--- src/rtl/button_debouncer_pkg.sv ---
// button_debouncer_pkg
//   Shared constants and helpers for the button debouncer.
//   - DEF_STABLE_SAMPLES : consecutive identical samples needed to accept a level
//   - DEF_REPEAT_DELAY   : samples after acceptance before the first auto-repeat
//   - DEF_REPEAT_RATE    : samples between later auto-repeats
//   - cnt_width(n)       : ceil(log2(n)), minimum 1; enough bits to hold 0..n-1
package button_debouncer_pkg;

  localparam int DEF_STABLE_SAMPLES = 4;
  localparam int DEF_REPEAT_DELAY   = 30;
  localparam int DEF_REPEAT_RATE    = 6;

  function automatic int cnt_width(input int n);
    int w;
    for (w = 1; (1 << w) < n; w++) begin
    end
    return w;
  endfunction

endpackage

--- src/rtl/button_debouncer_debounce_channel.sv ---
// debounce_channel
//   One debounced input: 2-flop synchroniser, optional inversion, stability
//   counter, level register and one-cycle press/release strobes. With
//   BUTTON_DEBOUNCER_AUTOREPEAT_EN defined it also carries a repeat counter
//   that re-fires the press strobe while the level is held high.
// Ports:
//   clock_i      main clock
//   rst_ni       asynchronous active-low reset
//   sample_en_i  one-cycle sampling enable shared by all channels
//   raw_i        asynchronous raw input
//   debounced_o  filtered level, active-high
//   pressed_o    one-cycle strobe on accepted 0->1 (and auto-repeat)
//   released_o   one-cycle strobe on accepted 1->0
// STABLE_SAMPLES must lie in 2..255.
module debounce_channel
  import button_debouncer_pkg::*;
#(
  parameter int STABLE_SAMPLES = DEF_STABLE_SAMPLES,
  parameter bit INVERT         = 1'b0,
  parameter int REPEAT_DELAY   = DEF_REPEAT_DELAY,
  parameter int REPEAT_RATE    = DEF_REPEAT_RATE
) (
  input  logic clock_i,
  input  logic rst_ni,
  input  logic sample_en_i,
  input  logic raw_i,
  output logic debounced_o,
  output logic pressed_o,
  output logic released_o
);

  localparam int            CW       = cnt_width(STABLE_SAMPLES);
  localparam logic [CW-1:0] CNT_LAST = CW'(STABLE_SAMPLES - 1);

  logic [1:0]    sync_q;
  logic [CW-1:0] cnt_q, cnt_d;
  logic          level_q, level_d;
  logic          press_q, press_d;
  logic          rel_q, rel_d;
  logic          s;
  logic          differ;
  logic          at_last;
  logic          accept;
  logic          rpt_fire;

  assign s       = sync_q[1] ^ INVERT;
  assign differ  = s ^ level_q;
  assign at_last = (cnt_q == CNT_LAST);
  // Level flips on this sample.
  assign accept  = sample_en_i & differ & at_last;

  always_comb begin
    cnt_d   = cnt_q;
    level_d = level_q;
    press_d = 1'b0;
    rel_d   = 1'b0;
    if (sample_en_i) begin
      if (!differ) begin
        cnt_d = '0;
      end else if (at_last) begin
        cnt_d   = '0;
        level_d = ~level_q;
        press_d = ~level_q;
        rel_d   = level_q;
      end else begin
        cnt_d = cnt_q + CW'(1);
      end
      if (rpt_fire) begin
        press_d = 1'b1;
      end
    end
  end

  always_ff @(posedge clock_i or negedge rst_ni) begin
    if (!rst_ni) begin
      sync_q  <= '0;
      cnt_q   <= '0;
      level_q <= 1'b0;
      press_q <= 1'b0;
      rel_q   <= 1'b0;
    end else begin
      sync_q  <= {sync_q[0], raw_i};
      cnt_q   <= cnt_d;
      level_q <= level_d;
      press_q <= press_d;
      rel_q   <= rel_d;
    end
  end

`ifdef BUTTON_DEBOUNCER_AUTOREPEAT_EN
  // Counts samples while the level stays high. On reaching REPEAT_DELAY it
  // fires, then it oscillates between REPEAT_DELAY and REPEAT_DELAY+REPEAT_RATE
  // so every later hit on the upper value is one repeat period.
  localparam int RW = cnt_width(REPEAT_DELAY + REPEAT_RATE + 1);

  logic [RW-1:0] rpt_q, rpt_d, rpt_inc;

  always_comb begin
    rpt_d    = rpt_q;
    rpt_fire = 1'b0;
    rpt_inc  = rpt_q + RW'(1);
    if (sample_en_i) begin
      if (level_q && !accept) begin
        rpt_d = rpt_inc;
        if (rpt_inc == RW'(REPEAT_DELAY)) begin
          rpt_fire = 1'b1;
        end else if (rpt_inc == RW'(REPEAT_DELAY + REPEAT_RATE)) begin
          rpt_fire = 1'b1;
          rpt_d    = RW'(REPEAT_DELAY);
        end
      end else begin
        // Level low, or changing on this sample (press restarts, release clears).
        rpt_d = '0;
      end
    end
  end

  always_ff @(posedge clock_i or negedge rst_ni) begin
    if (!rst_ni) begin
      rpt_q <= '0;
    end else begin
      rpt_q <= rpt_d;
    end
  end
`else
  // No repeat logic in this build; the repeat timing only appears in an
  // expression that is always false.
  assign rpt_fire = (REPEAT_DELAY < 0) && (REPEAT_RATE < 0);
`endif

  assign debounced_o = level_q;
  assign pressed_o   = press_q;
  assign released_o  = rel_q;

endmodule

--- src/rtl/button_debouncer.sv ---
// button_debouncer
//   Debounces WIDTH raw buttons in the main clock domain. The slow divider
//   wave tick_in is only edge-detected into a sampling enable, never used as
//   a clock. Optional auto-repeat: define BUTTON_DEBOUNCER_AUTOREPEAT_EN.
// Ports:
//   clock          main clock
//   reset          asynchronous active-low reset
//   tick_in        debouncing-rate square wave (register output, same domain)
//   raw[W]         asynchronous raw inputs
//   debounced[W]   filtered levels, active-high
//   pressed[W]     one-cycle strobes on accepted press (and auto-repeat)
//   released[W]    one-cycle strobes on accepted release
//   sample_strobe  one-cycle pulse per sampling instant, aligned with strobes
module button_debouncer
  import button_debouncer_pkg::*;
#(
  parameter int WIDTH          = 4,
  parameter int STABLE_SAMPLES = DEF_STABLE_SAMPLES,
  parameter bit INVERT         = 1'b0,
  parameter int REPEAT_DELAY   = DEF_REPEAT_DELAY,
  parameter int REPEAT_RATE    = DEF_REPEAT_RATE
) (
  input  logic             clock,
  input  logic             reset,
  input  logic             tick_in,
  input  logic [WIDTH-1:0] raw,
  output logic [WIDTH-1:0] debounced,
  output logic [WIDTH-1:0] pressed,
  output logic [WIDTH-1:0] released,
  output logic             sample_strobe
);

  logic tick_d_q;
  logic sample_strobe_q;
  logic sample_en;

  // Rising edge of the slow wave; tick_in is already synchronous to clock.
  assign sample_en = tick_in & ~tick_d_q;

  always_ff @(posedge clock or negedge reset) begin
    if (!reset) begin
      tick_d_q        <= 1'b0;
      sample_strobe_q <= 1'b0;
    end else begin
      tick_d_q        <= tick_in;
      sample_strobe_q <= sample_en;
    end
  end

  assign sample_strobe = sample_strobe_q;

  for (genvar i = 0; i < WIDTH; i++) begin : g_ch
    debounce_channel #(
      .STABLE_SAMPLES(STABLE_SAMPLES),
      .INVERT        (INVERT),
      .REPEAT_DELAY  (REPEAT_DELAY),
      .REPEAT_RATE   (REPEAT_RATE)
    ) u_ch (
      .clock_i    (clock),
      .rst_ni     (reset),
      .sample_en_i(sample_en),
      .raw_i      (raw[i]),
      .debounced_o(debounced[i]),
      .pressed_o  (pressed[i]),
      .released_o (released[i])
    );
  end

endmodule

--- config.mk ---
export PLATFORM = sky130hd
export DESIGN_NAME = button_debouncer
export DESIGN_NICKNAME = d
export VERILOG_FILES = /design/src/rtl/button_debouncer_pkg.sv /design/src/rtl/button_debouncer_debounce_channel.sv /design/src/rtl/button_debouncer.sv
export SDC_FILE = /design/constraint.sdc
export NUM_CORES = 1
export LEC_CHECK = 0
export CAP_MARGIN = 5
export CORE_MARGIN = 2
export CORE_UTILIZATION = 51
export CTS_CLUSTER_DIAMETER = 30
export CTS_CLUSTER_SIZE = 12
export DETAILED_ROUTE_END_ITERATION = 8
export PLACE_DENSITY = 0.79
export SYNTH_ARGS = -nofsm -noshare
export SYNTH_HDL_FRONTEND = slang
export SYNTH_SLANG_ARGS = --single-unit
--- constraint.sdc ---
create_clock -name clock -period 1.7 [get_ports clock]
set_clock_uncertainty 0.1 [all_clocks]
set_input_delay 0.255 -clock clock [delete_from_list [all_inputs] [get_ports clock]]
set_output_delay 0.255 -clock clock [all_outputs]
set_load 0.01 [all_outputs]
==> metrics <==
status complete, no violations; Power Total 1.86 mW; # fillers 185; pin count of the biggest net entering global routing 31; die area 2850 sq um; capture point of the worst path debounced[3]; Pre-antenna DRT Iters 4; vias in the first global route 610; first-pass GRT wire length 2710 um; layout cells sized above 1 15.7%; commonest cells after routing, fill and taps aside dfrtp_1, clkdlybuf4s50_1, nand3b_1, nor3b_1, o2bb2ai_1; TritonCTS clock tree yes; combinational power share 25.4%; FP Rows 17; cell-internal power 1.33 mW; Worst EP required 1340 ps; Leak 0.657 nW; VDD IR max 864 uV; DRT iter0 DRCs 2; GRT Overall Usage 14.8%; Cell Pwr Density 1290 nW/um^2; Reg2Reg Launch Point g_ch[2].u_ch.cnt_q[0]$_DFFE_PN0P_; core area 2250 sq um; # clock sinks 30; crit start category flip-flop; initial antenna violation count 0; commonest non-fill, non-tap cell in the layout dfrtp_1; Core Util, Final 64.2%; Max-Slew Margin vs Limit 75.8%; fin crit share 96.4%; CP bufs+invs 1; Arrival @ worst endpoint 1280 ps; worst slew pin tran 364 ps; number of buffers created by CTS 5; Worst path depth 1; CTS max path bufs 2; Hold Vio Cnt, Final 0; Synth Net Count 98; RSZ-0062 raised after global routing false; multi-input logic area 380 sq um; Post-DRT Antenna Nets 0; ant diodes 0; Port Buffer Count 19; via count 679; CP Launch Point g_ch[3].u_ch.debounced_o$_DFFE_PN0P_; Mapped Cells 87; Sequential Power Share 51.6%; H-tree level count 2; critical path peak fanout 5; Sequential Area 751 sq um; CP endpoint kind output pin; Max Fclk 0.610 GHz; Clk Latency, worst-skew pair 320 ps; Die X 53.4 um; Post-DP Area 1380 sq um; R2R depth 3; # Max-Cap Violations 0; Ys Warns 0; reg2reg end g_ch[2].u_ch.cnt_q[0]$_DFFE_PN0P_; Syn Std Cell Area 1240 sq um; Clk network pwr share 22.9%; Sw Share 28.4%; synth-to-layout area growth 16.3%; Final Max Tran Viols 0; Final GP Congestion 0.677; CTS clk-pin slew, worst paths 90 ps; unique cell type count in the Yosys netlist 15; Final setup violation count 0; reg-to-reg slack, setup 240 ps; Hold Path Class in -> async; Seq/Total Area, Yosys 60.3%; wire length per cell 12.8 um; Post-Route WL 1660 um; switching pwr 0.528 mW; Initial Util 55.2%; slowest stage cell, crit path clkdlybuf4s50_1; vias per std cell 5.22; Top delay family on crit path buffers and inverters; finished layout cell area 1450 sq um; Clock Tree Root clkbuf_4; final net count 112; crit-path cells clkdlybuf4s50_1; Die Y 53.4 um; io pins 20; Final min period 1640 ps; Setup CP Type reg -> out; grt total ovfl 0; drt drc 0; Synth Area per Inst 14.3 sq um; HPWL Detailed 1150 um; max incr delay on CP 560 ps; total negative slack 0 ps; Seq cells post-synth 30
-- state kept, by name, indices dropped and copies added (netlist names) --
register,flops
g_ch.u_ch.pressed_o,4
g_ch.u_ch.sync_q,8
g_ch.u_ch.cnt_q,8
tick_d_q,1
g_ch.u_ch.debounced_o,4
g_ch.u_ch.released_o,4
sample_strobe,1
-- per-stage QoR --
| step | cells | setup WS (ps) | hold slack, ps |
|---|---|---|---|
| 2_1_floorplan | 87 | 308 | -141 |
| 3_3_place_gp | 121 | 47.1 | 235 |
| 3_5_place_dp | 121 | -21.9 | 236 |
| 4_1_cts | 129 | 19.3 | 212 |
| 5_1_grt | 130 | 1.90 | 233 |
| 6_report | 130 | 60.4 | 211 |
-- routing by layer --
layer  GRT usage [%]  routed length [um]  part of all wire, %  vias to the layer above
met2            22.0                 808                   49                       17
met3            5.93                 100                  6.0                        4
li1                -                   -                    -                      331
met4            12.8                  32                  1.9                        0
met1            16.1                 720                   43                      327
met5               0                   0                    0                        -
-- area by class of cell --
class	instances	share of cell area, %
tap	28	2.42
inverter	1	0.259
multi-input combinational	41	26.3
sequential	30	51.9
timing repair buffer	22	15.0
clock buffer	7	3.80
clock inverter	1	0.346
-- power by group through the flow --
stage / clock [mW] / combinational, mW / sequential (mW)
6_report: 0.427 / 0.473 / 0.961
5_1_grt: 0.485 / 0.519 / 0.983
4_1_cts: 0.446 / 0.462 / 0.972
3_5_place_dp: 0 / 0.457 / 0.988
3_3_place_gp: 0 / 0.433 / 0.975
2_1_floorplan: 0 / 0.354 / 0.959
-- timing repair --
action                     4_1_cts  5_1_grt
hold buffers                     0        0
resized for setup                0        2
setup endpoints to repair        0        3
buffers inserted                 0        1
-- synthesized netlist by cell type (all sizes together) --
master / instances / area (sq um)
or2b: 1 / 7.51
inv: 1 / 3.75
ha: 4 / 50.1
nor3b: 8 / 60.1
or4b: 4 / 40.0
dfrtp: 30 / 751
mux2: 4 / 45.0
buf: 13 / 101
nand3b: 8 / 60.1
clkbuf: 2 / 8.75
o2bb2ai: 8 / 82.6
xnor2: 4 / 35.0
-- worst min-delay path by stage --
stage	to	slack (ps)	cells past startpoint
6_report	sample_strobe$_DFF_PN0_	210	2
5_1_grt	g_ch[2].u_ch.sync_q[0]$_DFF_PN0_	230	1
4_1_cts	g_ch[0].u_ch.released_o$_DFF_PN0_	210	2
3_5_place_dp	g_ch[2].u_ch.sync_q[1]$_DFF_PN0_	240	0
3_3_place_gp	g_ch[2].u_ch.sync_q[1]$_DFF_PN0_	230	0
2_1_floorplan	g_ch[0].u_ch.cnt_q[0]$_DFFE_PN0P_	-140	0
-- logic make-up (layout without fill, tap and decap cells) --
group / Yosys count / after routing / synth area share (%)
flops: 30 / 30 / 60.3
simple gates: 21 / 21 / 13.5
buf+inv: 16 / 31 / 9.14
compound gates: 8 / 8 / 6.63
fa+ha+maj: 4 / 4 / 4.02
xor+xnor: 4 / 4 / 2.81
mux: 4 / 4 / 3.62
Note: power is estimated with default switching activity, not from simulation.
